File: src/rtl/phy_pkg.sv
// Shared PHY definitions: comma byte, lock depth and the rx FSM state set.
// Used by both the rx deserializer and the tx serializer.
package phy_pkg;

  localparam logic [7:0] COM_DEF        = 8'hBC;
  localparam int         SYNC_COUNT_DEF = 4;

  typedef enum logic [1:0] {
    SEARCH = 2'd0,
    ALIGN  = 2'd1,
    ACTIVE = 2'd2
  } rx_state_e;

endpackage

File: src/rtl/phy_rx_byte_align.sv
// Serial shift register, byte-phase counter and comma compare.
// The candidate byte always includes the bit on the current edge.
module phy_rx_byte_align
  import phy_pkg::*;
#(
  parameter logic [7:0] COM = COM_DEF
) (
  input  logic       clk,
  input  logic       reset,
  input  logic       i_din,
  input  logic       i_search,
  output logic [7:0] o_byte,
  output logic       o_byte_done,
  output logic       o_com_hit
);

  logic [7:0] r_shreg;
  logic [2:0] r_bitcnt;

  assign o_byte      = {r_shreg[6:0], i_din};
  assign o_com_hit   = (o_byte == COM);
  assign o_byte_done = !i_search && (r_bitcnt == 3'd7);

  // Counter parks at 0 while hunting so the first aligned byte ends on 7.
  always_ff @(posedge clk or posedge reset) begin
    if (reset) begin
      r_shreg  <= '0;
      r_bitcnt <= '0;
    end else begin
      r_shreg <= o_byte;
      if (i_search)
        r_bitcnt <= '0;
      else
        r_bitcnt <= r_bitcnt + 3'd1;
    end
  end

endmodule

File: src/rtl/phy_rx_deserializer.sv
// Serial-to-32-bit receiver: comma lock, then 4-byte word assembly.
// COM bytes after lock are idles and abort any partial word.
module phy_rx_deserializer
  import phy_pkg::*;
#(
  parameter logic [7:0] COM        = COM_DEF,
  parameter int         SYNC_COUNT = SYNC_COUNT_DEF
) (
  input  logic        clk,
  input  logic        reset,
  input  logic        data_in_serial,
  output logic [31:0] data_out,
  output logic        valid_out,
  output logic        active,
  output logic        err
);

  localparam int CW = $clog2(SYNC_COUNT + 1);

  rx_state_e   r_state;
  logic [CW-1:0] r_com_cnt;
  logic [1:0]  r_k;
  logic [31:0] r_asm;

  logic [7:0]  w_byte;
  logic        w_byte_done;
  logic        w_com_hit;
  logic        w_search;
  logic [1:0]  w_lane;

  assign w_search = (r_state == SEARCH);
  assign w_lane   = ~r_k;

  phy_rx_byte_align #(
    .COM(COM)
  ) u_align (
    .clk        (clk),
    .reset      (reset),
    .i_din      (data_in_serial),
    .i_search   (w_search),
    .o_byte     (w_byte),
    .o_byte_done(w_byte_done),
    .o_com_hit  (w_com_hit)
  );

  always_ff @(posedge clk or posedge reset) begin
    if (reset) begin
      r_state   <= SEARCH;
      r_com_cnt <= '0;
      r_k       <= '0;
      r_asm     <= '0;
      data_out  <= '0;
      valid_out <= 1'b0;
      active    <= 1'b0;
      err       <= 1'b0;
    end else begin
      valid_out <= 1'b0;
      err       <= 1'b0;
      unique case (r_state)
        SEARCH: begin
          if (w_com_hit) begin
            r_com_cnt <= CW'(1);
            if (SYNC_COUNT <= 1) begin
              r_state <= ACTIVE;
              active  <= 1'b1;
            end else begin
              r_state <= ALIGN;
            end
          end
        end
        ALIGN: begin
          if (w_byte_done) begin
            if (w_com_hit) begin
              r_com_cnt <= r_com_cnt + CW'(1);
              if (int'(r_com_cnt) + 1 >= SYNC_COUNT) begin
                r_state <= ACTIVE;
                active  <= 1'b1;
              end
            end else begin
              r_com_cnt <= '0;
              r_state   <= SEARCH;
            end
          end
        end
        ACTIVE: begin
          if (w_byte_done) begin
            if (w_com_hit) begin
              err   <= (r_k != 2'd0);
              r_k   <= '0;
              r_asm <= '0;
            end else begin
              r_k <= r_k + 2'd1;
              if (r_k == 2'd3) begin
                data_out  <= {r_asm[31:8], w_byte};
                valid_out <= 1'b1;
                r_asm     <= '0;
              end else begin
                r_asm[{w_lane, 3'b000} +: 8] <= w_byte;
              end
            end
          end
        end
        default: r_state <= SEARCH;
      endcase
    end
  end

endmodule

File: config.mk
export PLATFORM = sky130hd
export DESIGN_NAME = phy_rx_deserializer
export DESIGN_NICKNAME = d
export VERILOG_FILES = /design/src/rtl/phy_pkg.sv /design/src/rtl/phy_rx_byte_align.sv /design/src/rtl/phy_rx_deserializer.sv
export SDC_FILE = /design/constraint.sdc
export NUM_CORES = 1
export LEC_CHECK = 0
export BUFFER_PORTS_ARGS = -buffer_cell sky130_fd_sc_hd__buf_4
export CAP_MARGIN = 10
export CORE_ASPECT_RATIO = 0.75
export CORE_MARGIN = 8
export CORE_UTILIZATION = 30
export CTS_BUF_LIST = sky130_fd_sc_hd__clkbuf_4 sky130_fd_sc_hd__clkbuf_8
export CTS_CLUSTER_DIAMETER = 30
export DETAILED_ROUTE_END_ITERATION = 7
export SYNTH_ARGS = -nofsm -noshare
export SYNTH_HDL_FRONTEND = slang
export SYNTH_SLANG_ARGS = --single-unit
File: constraint.sdc
create_clock -name clk -period 2.8 [get_ports clk]
set_input_delay 0.56 -clock clk [delete_from_list [all_inputs] [get_ports clk]]
set_output_delay 0.56 -clock clk [all_outputs]
set_load 0.02 [all_outputs]
==> results of run 1 <==
[cell usage in the layout (no fill, tap or decap), drive strengths merged, types with 2 or more instances in the layout]
cell,count
clkbuf,10
dfrtp,76
nand3,4
a32o,4
a22o,10
ha,8
a2bb2oi,2
mux2,32
clkinv,3
bufinv,2
mux2i,12
nand2,15
o21ai,9
buf,43
nor2b,4
o21a,2
nor3,3
nor2,5
inv,22
[power breakdown]
part,internal (mW),leakage (nW),switching [mW]
logic,0.0950,0.929,0.0967
clock network,0.513,0.114,0.402
registers,1.15,0.941,0.0366
[routing by layer]
layer,wire length [um],share of wire (%),vias to the layer above
met1,3160,50,927
li1,-,-,904
met4,49,0.77,0
met3,375,5.9,6
met2,2740,43,32
met5,0,0,-
[path summary, 6_finish.rpt]
kind                                      from                   to  slack [ns]  depth (start not counted)
setup / recovery            u_align.r_shreg[0]          data_out[2]        0.70                          5
hold / removal                           reset         data_out[10]        0.21                          2
setup reg to reg            u_align.r_shreg[0]          data_out[2]        0.70                          5
hold reg to reg            u_align.r_bitcnt[0]  u_align.r_bitcnt[0]        0.43                          1
max in group asynchronous                reset               r_k[1]        1.93                          3
min in group clk                data_in_serial   u_align.r_shreg[0]        0.35                          1
[sequential cells by signal, summed over array words and instances (netlist names)]
| name | cells |
|---|---|
| data_out | 32 |
| r_asm | 24 |
| u_align.r_shreg | 7 |
| r_com_cnt | 3 |
| u_align.r_bitcnt | 3 |
| r_k | 2 |
| r_state | 2 |
| active | 1 |
| err | 1 |
| valid_out | 1 |
[per-stage QoR]
stage,hold WS (ns),cells,util [%],area (sq um)
global placement,0.421,406,34.5,3710
finish,0.208,422,36.6,3930
detailed placement,0.428,406,34.5,3710
global route,0.206,422,36.6,3930
CTS,0.193,422,36.6,3930
floorplan,0.410,228,-,3240
[area by class of cell]
type	instances	share of cell area, %
multi-input cells	126	30.7
flip-flops and latches	76	48.4
clock inverters	6	2.23
clock buffers	10	3.35
inverters	21	2.01
well taps	140	4.46
repair buffers	43	8.86
[logic make-up (layout without fill, tap and decap cells)]
group | Yosys count | count (layout) | share of synthesized area [%]
mux | 44 | 44 | 18.2
buf+inv | 26 | 80 | 4.10
compound gates | 32 | 32 | 7.84
flops | 76 | 76 | 58.7
simple gates | 42 | 42 | 8.04
fa+ha+maj | 8 | 8 | 3.09
==> impl_metrics.yaml, run 1 <==
yosys:
  synth_cells: 228
  ys.flop_type: "dfrtp_1"
  yosysTopAreaCell: "dfrtp_1"
  ys_ff_latch: 76
  synth_cell_types: 41
  yosysSeqAreaShare_pct: 58.7
  yosysMostFrequentCell: "dfrtp_1"
  syn_area_sq_um: 3240
  yosysTopAreaCellShare_pct: 58.7
  synth_commonest_cells: "dfrtp_1, mux2_4, inv_1"
  ys_warn_count: 0
  synth_edf_count: 0
  syn-num-nets: 239
  avgSynthCellArea_sq_um: 14.2
  synth_area_leaders: "dfrtp_1, mux2_4, mux2i_1"
  async_reset_ff_share_pct: 100
placement:
  io_buffers: 37
  globalplace.congestion: 0.764
  place_ws_ns: 0.490
  place_hpwl_um: 4530
timing:
  final.period_utilization_pct: 74.9
  timing.final.crit_period_ns: 2.10
  finalSetupViolations: 0
  finalMaxSlewViolations: 0
  finalHoldViolations: 0
  finalSetupTns_ns: 0
  skew_ns: 0.00667
  maxSlewHeadroom_pct: 55.9
  rsz0062_at_grt: "no"
  fmax_mhz: 477
  worst_slack_ns: 0.702
  worst_pin_slew_ns: 0.657
finish:
  regArea_sq_um: 1900
  nNetsFinal: 288
  n_antenna_cell: 0
  layout-drive-gt1-share_pct: 36.2
  syn_to_final_growth_pct: 21.3
  multi_input_area_sq_um: 1200
  n_fill_cell: 1059
global_route:
  track_usage_pct: 9.45
  grtUsageMet3_pct: 4.76
  grt_busiest_layer: "met2"
  grt_use_met1_pct: 12.6
  grt_pass1_vias: 2001
  grt_first_pass_wirelength_um: 10600
  antenna_found_initial: 0
  grt_max_degree: 37
  grt_remaining_overflow: 0
  grt_use_met2_pct: 13.5
setup_path:
  slowest_stage: "dfrtp_1"
  crit_path_max_incr_delay_ns: 0.45
  start_kind: "flip-flop"
  crit_fanout: 18
  path_buf_inv: 1
  path_cells: "nand4bb_2 -> or2_0 -> nand3_4 -> buf_12 -> mux2_4"
  endpoint_kind: "flip-flop"
  worstPathArrival_ns: 2.33
  critPathKind: "reg2reg"
  worstPathRequired_ns: 3.04
  critPathTopFamily: "simple AND/OR/NAND/NOR gates"
routing:
  route.detailed.drc: 0
  wl_per_cell_um: 15.0
  wirelength_um: 6320
  initialDrtViolationCount: 56
  ant_nets: 0
  vias: 1869
  drt_pre_antenna_iters: 4
  viasPerCell: 4.43
die:
  die_w_um: 136
  die-area_sq_um: 14400
  io_pins: 38
  core_sq_um: 10700
  rows: 33
  die_h_um: 106
  start_util_pct: 30.2
clocking:
  clock-root-buffer: "clkbuf_8"
  hold_buffers: 0
  clockBufferDepth: 2
  cts_tree: "yes"
  post_cts_buffers: 0
  htreeDepth: 3
  numCtsBuffers: 9
  clk_latency_ns: 0.35
  cts.clk_slew.worst_paths_ns: 0.08
  cts_sinks: 76
  post_cts_resized: 0
pwr:
  p_per_area_nw_per_um2: 583
  vdd_drop_max_uv: 191
  leakage_nw: 1.98
  p_total_mw: 2.29
min_path:
  hp-class: "in2async"
flow_run:
  cap_violations: 0
outcome:
  outcome: "completed"
No activity file was read; power rests on OpenSTA's default activity.
==> run 2: changes to the inputs <==
==> constraint.sdc (replaced) <==
create_clock -name clk -period 1.95 [get_ports clk]
set_input_delay 0.39 -clock clk [delete_from_list [all_inputs] [get_ports clk]]
set_output_delay 0.39 -clock clk [all_outputs]
set_load 0.02 [all_outputs]
==> run 2 against run 1 <==
Compared with the run above:
- sequential cell count unchanged
- global-route usage up 0.37 points
- non-clock buffer count grew 17
- first-iteration DRC count up 110%
- combinational power increased by 55%
- cell count grew 4.0%
- hold slack worse by 0.023 ns
- register-to-register slack worse by 0.61 ns
- sequential power rose by 43%
==> impl_metrics.yaml, run 2 (synthesized netlist as in run 1, its figures left out) <==
finish:
  nNetsFinal: 305
  layout-drive-gt1-share_pct: 41.1
  regMostFlops: "data_out"
  fin_util_pct: 38.0
  fin_area_sq_um: 4080
  syn_to_final_growth_pct: 25.9
  largest_reg_flops: 32
  final_common_cell: "dfrtp_1"
  n_antenna_cell: 0
  layout_common_cells: "dfrtp_1, buf_4, mux2_4"
  reg.largest.list: "data_out: 32 flops, r_asm: 24 flops, u_align.r_shreg: 7 flops"
  final_cells: 439
placement:
  io_buffers: 37
  globalplace.congestion: 0.846
  place_hpwl_um: 4770
  placed_area_sq_um: 3810
  place_inst: 418
routing:
  wirelength_um: 6560
  drt_pre_antenna_iters: 4
  wl_per_cell_um: 14.9
  vias: 1961
  ant_nets: 0
  initialDrtViolationCount: 119
  viasPerCell: 4.47
  route.detailed.drc: 0
clocking:
  cts_tree: "yes"
  clk_latency_ns: 0.36
  clock-root-buffer: "clkbuf_8"
  numCtsBuffers: 9
  cts.clk_slew.worst_paths_ns: 0.08
  cts_sinks: 76
  htreeDepth: 3
  clockBufferDepth: 2
die:
  rows: 33
  core_sq_um: 10700
  die_h_um: 106
  die-area_sq_um: 14400
  start_util_pct: 30.2
  die_w_um: 136
  io_pins: 38
global_route:
  track_usage_pct: 9.82
  grt_max_degree: 51
  antenna_found_initial: 0
  grt_pass1_vias: 2022
  grt_first_pass_wirelength_um: 11000
  grt_remaining_overflow: 0
timing:
  fmax_mhz: 539
  skew_ns: 0.0104
  timing.final.crit_period_ns: 1.86
  maxSlewHeadroom_pct: 62.2
  finalMaxSlewViolations: 0
  finalSetupViolations: 0
  worst_pin_slew_ns: 0.568
  final.period_utilization_pct: 95.2
  finalHoldViolations: 0
setup_path:
  worstPathRequired_ns: 2.23
  start_kind: "flip-flop"
  ff2ff_path_depth: 6
  rrSetupSlack_ns: 0.09
  path_cells: "buf_4 -> ha_1 -> inv_1 -> o21ai_2 -> o21ai_2 -> mux2i_1"
  path_buf_inv: 2
  critPathKind: "reg2reg"
  crit_path_frequent_cell: "o21ai_2"
  timing.rr.start: "r_k[0]"
  slowest_stage: "o21ai_2"
  endpoint_kind: "flip-flop"
  crit_fanout: 8
  crit_path_max_incr_delay_ns: 0.47
  reg2reg_to: "r_asm[10]"
  critPathTopFamily: "compound AO/OA/AOI/OAI gates"
  worstPathArrival_ns: 2.14
pwr:
  comb_power_share_pct: 9.2
  vdd_drop_max_uv: 341
  switching_share_pct: 24.4
  pwr-share-clk_pct: 38.4
  pwr-share-seq_pct: 52.4
  p_per_area_nw_per_um2: 791
  switching_power_uw: 787
  leakage_nw: 2.06
  p_int_mw: 2.44
flow_run:
  cap_violations: 0
min_path:
  hold_path_depth: 1
  hp-start: "data_in_serial"
  holdPathEnd: "u_align.r_shreg[0]"
  hp-class: "in2reg"
outcome:
  outcome: "completed"
-- run 2: changes by cell type in the layout (fill, tap and decap cells not counted), sizes merged --
cell and delta:
inv -2, buf +16, dlygate4sd3 +1, clkinvlp +1
clkbuf +1, clkinv +1, bufinv -1
-- run 2: final cells by class --
cell class                      count  area [sq um]
Timing Repair Buffer               60           490
Clock inverter                      5          61.3
Fill cell                        1068          6660
Tap cell                          140           175
Sequential cell                    76          1900
Inverter                           21          82.6
Multi-Input combinational cell    126          1220
Clock buffer                       11           145
-- run 2: worst max-delay path by stage --
stage | from | to | slack (ns) | cells past startpoint
2_1_floorplan | u_align.r_bitcnt[0] | data_out[10] | 0.15 | 7
3_3_place_gp | u_align.r_bitcnt[0] | data_out[9] | 0.06 | 7
3_5_place_dp | u_align.r_bitcnt[0] | data_out[27] | -0.01 | 7
4_1_cts | u_align.r_bitcnt[0] | data_out[30] | 0.009 | 7
5_1_grt | r_k[1] | r_asm[11] | -0.02 | 6
6_report | r_k[0] | r_asm[10] | 0.09 | 6
-- run 2: power groups by stage --
stage                     logic [mW]  clock network, mW  registers [mW]
final                          0.297               1.24            1.69
after global routing           0.323               1.35            1.70
after CTS                      0.305               1.29            1.69
after detailed placement       0.303                  0            1.72
after global placement         0.299                  0            1.72
after floorplan                0.112                  0            1.77
-- run 2: per-stage QoR --
| stage | worst slack [ns] | hold slack, ns | setup TNS [ns] | power [mW] |
|---|---|---|---|---|
| floorplan | 0.146 | 0.410 | 0 | 1.89 |
| global placement | 0.0638 | 0.292 | 0 | 2.02 |
| detailed placement | -0.0129 | 0.295 | -0.162 | 2.03 |
| CTS | 0.00862 | 0.167 | 0 | 3.28 |
| global route | -0.0163 | 0.166 | -0.0389 | 3.38 |
| finish | 0.0943 | 0.184 | 0 | 3.22 |
-- run 2: layer usage --
metal  part of all wire, %  vias up  GRT usage [%]
met4                   1.3        0           3.28
met5                     0        -              0
met3                   5.8       10           4.24
met1                    49      984           13.4
li1                      -      935              -
met2                    44       32           13.6
-- run 2: timing repair --
item	4_1_cts	5_1_grt
pin swaps	1	2
setup endpoints to repair	27	38
setup buffers	2	2
gates resized for setup	0	5
hold buffers	1	0
endpoints found under the hold margin	2	0
cloned	0	0
==> run 3: changes to the inputs <==
--- a/config.mk
+++ b/config.mk
@@ -11,8 +11,9 @@
 export CORE_MARGIN = 8
 export CORE_UTILIZATION = 30
 export CTS_BUF_LIST = sky130_fd_sc_hd__clkbuf_4 sky130_fd_sc_hd__clkbuf_8
-export CTS_CLUSTER_DIAMETER = 30
 export DETAILED_ROUTE_END_ITERATION = 7
+export SLEW_MARGIN = 15
 export SYNTH_ARGS = -nofsm -noshare
 export SYNTH_HDL_FRONTEND = slang
+export SYNTH_HIERARCHICAL = 1
 export SYNTH_SLANG_ARGS = --single-unit
==> run 3 against run 2 <==
Compared with the run above:
- non-clock buffer count decreased by 2
- hold slack got worse by 0.16 ns
- design area shrank 1.4%
- fmax down 3.8%
- wire length grew 1.5%
- area after synthesis is 0.19% lower
- clock skew down 0.0046 ns
- sequential share of layout area is 0.64 points higher
- count of clock-buffer cells in the layout decreased by 2
- critical path type unchanged
==> impl_metrics.yaml, run 3 <==
placement:
  globalplace.congestion: 0.756
  io_buffers: 37
  place_inst: 400
  place_hpwl_um: 4510
pwr:
  leakage_nw: 1.90
  vdd_drop_max_uv: 368
  p_per_area_nw_per_um2: 834
yosys:
  async_reset_ff_share_pct: 100
  yosysTopAreaCellShare_pct: 58.8
  synth_edf_count: 0
  synth_commonest_cells: "dfrtp_1, mux2_4, mux2_2"
  yosysTopAreaCell: "dfrtp_1"
  synth_area_leaders: "dfrtp_1, mux2_4, mux2_2"
  synth_xor_area_share_pct: 0
  synth_top_family_by_area: "multiplexers"
  synth-compound-area-share_pct: 8.09
  yosys.area_share.adder_pct: 3.10
  ys.flop_type: "dfrtp_1"
  muxShareOfSynthArea_pct: 17.3
  yosysSeqAreaShare_pct: 58.8
  ys_ff_latch: 76
  yosys.area_share.simple_pct: 8.44
  yosysMostFrequentCell: "dfrtp_1"
  syn-num-nets: 230
  syn_area_sq_um: 3230
  synth_cell_types: 39
  avgSynthCellArea_sq_um: 14.8
  ys_warn_count: 6
  synth_cells: 219
timing:
  worst_pin_slew_ns: 0.589
  rsz0062_at_grt: "yes"
  finalMaxSlewViolations: 0
  maxSlewHeadroom_pct: 60.5
  finalHoldViolations: 0
  skew_ns: 0.00578
  timing.final.crit_period_ns: 1.93
  fmax_mhz: 518
  final.period_utilization_pct: 99.0
  holdWs_ns: 0.0202
  finalSetupViolations: 0
die:
  die_h_um: 106
  die_w_um: 136
  start_util_pct: 31.2
  io_pins: 38
  core_sq_um: 10400
  die-area_sq_um: 14400
  rows: 32
outcome:
  outcome: "completed"
min_path:
  hp-class: "in2async"
global_route:
  antenna_found_initial: 0
  grt_pass1_vias: 2029
  grt_first_pass_wirelength_um: 11100
  track_usage_pct: 9.95
  grt_remaining_overflow: 0
  grt_max_degree: 67
finish:
  regArea_sq_um: 1900
  regMostFlops: "data_out"
  final_common_cell: "dfrtp_1"
  final_cells: 417
  nNetsFinal: 287
  reg.largest.list: "data_out: 32 flops, r_asm: 24 flops, u_align/r_shreg: 7 flops"
  multi_input_area_sq_um: 1230
  n_fill_cell: 975
  n_antenna_cell: 0
  layout_common_cells: "dfrtp_1, buf_4, mux2_4"
  fin_util_pct: 38.8
  layout-drive-gt1-share_pct: 44.8
  syn_to_final_growth_pct: 24.5
  largest_reg_flops: 32
setup_path:
  endpoint_kind: "flip-flop"
  critPathKind: "reg2reg"
  start_kind: "flip-flop"
  crit_fanout: 19
  worstPathRequired_ns: 2.19
  worstPathArrival_ns: 2.17
clocking:
  cts.clk_slew.worst_paths_ns: 0.08
  htreeDepth: 3
  hold_buffers: 0
  cts_tree: "yes"
  clockBufferDepth: 2
  numCtsBuffers: 9
  clk_latency_ns: 0.35
  cts_sinks: 76
  clock-root-buffer: "clkbuf_8"
routing:
  viasPerCell: 4.53
  route.detailed.drc: 0
  wirelength_um: 6660
  ant_nets: 0
  vias: 1889
  wl_per_cell_um: 16.0
  initialDrtViolationCount: 123
  drt_pre_antenna_iters: 4
flow_run:
  cap_violations: 0
[run 3: metrics by stage]
stage	instance area, sq um	setup slack (ns)	TNS (ns)	total power, mW
2_1_floorplan	3250	-0.0243	-0.683	1.92
3_3_place_gp	3780	0.0317	0	2.08
3_5_place_dp	3780	0.0285	0	2.09
4_1_cts	4010	0.0110	0	3.41
5_1_grt	4020	-0.0389	-0.782	3.51
6_report	4020	0.0204	0	3.36
[run 3: cell families after synthesis]
| group | count (synthesis) |
|---|---|
| adder cells (fa/ha/maj) | 8 |
| AND/OR/NAND/NOR | 44 |
| flip-flops | 76 |
| AO/OA/AOI/OAI | 34 |
| buffers and inverters | 17 |
| multiplexers | 40 |
[run 3: worst paths after layout]
check                      cells past startpoint  slack (ns)           startpoint            endpoint
max                                            7        0.02  u_align/r_bitcnt[0]        data_out[12]
min                                            2        0.02                reset  u_align/r_shreg[6]
max reg2reg                                    7        0.02  u_align/r_bitcnt[0]        data_out[12]
min reg2reg                                    1        0.48               active              active
max in group asynchronous                      3        1.53                reset           r_asm[16]
min in group clk                               2        0.31       data_in_serial  u_align/r_shreg[0]
[run 3: power by group]
group	internal, mW	total (mW)	leakage, nW	switching [mW]
combinational	0.175	0.349	0.835	0.174
clock	0.715	1.31	0.109	0.595
sequential	1.65	1.70	0.957	0.0462
[run 3: worst max-delay path, stage by stage, from the launching register on]
cell and delay, ns:
dfrtp_1 0.36, ha_2 0.20, ha_4 0.12, nor2b_4 0.12
and3b_1 0.21, and3b_2 0.27, buf_12 0.21, mux2_4 0.31
[run 3: area by class of cell]
class                      count  share of cell area (%)
sequential                    76                    47.3
multi-input combinational    126                    30.5
timing repair buffer          58                    12.1
tap                          136                    4.23
clock buffer                   9                    3.08
clock inverter                 7                    2.27
inverter                       5                   0.560
[run 3: layer usage]
metal	routed length [um]	global-route usage, %	up-vias	part of all wire (%)
li1	-	-	905	-
met1	3240	13.6	934	49
met2	2890	13.6	44	43
met3	480	4.93	6	7.2
met4	44	2.58	0	0.66
met5	0	0	-	0
[run 3: timing repair]
action / CTS / global route
pin swaps: 0 / 0
setup buffers: 0 / 1
setup endpoints to repair: 4 / 52
gates resized for setup: 1 / 2
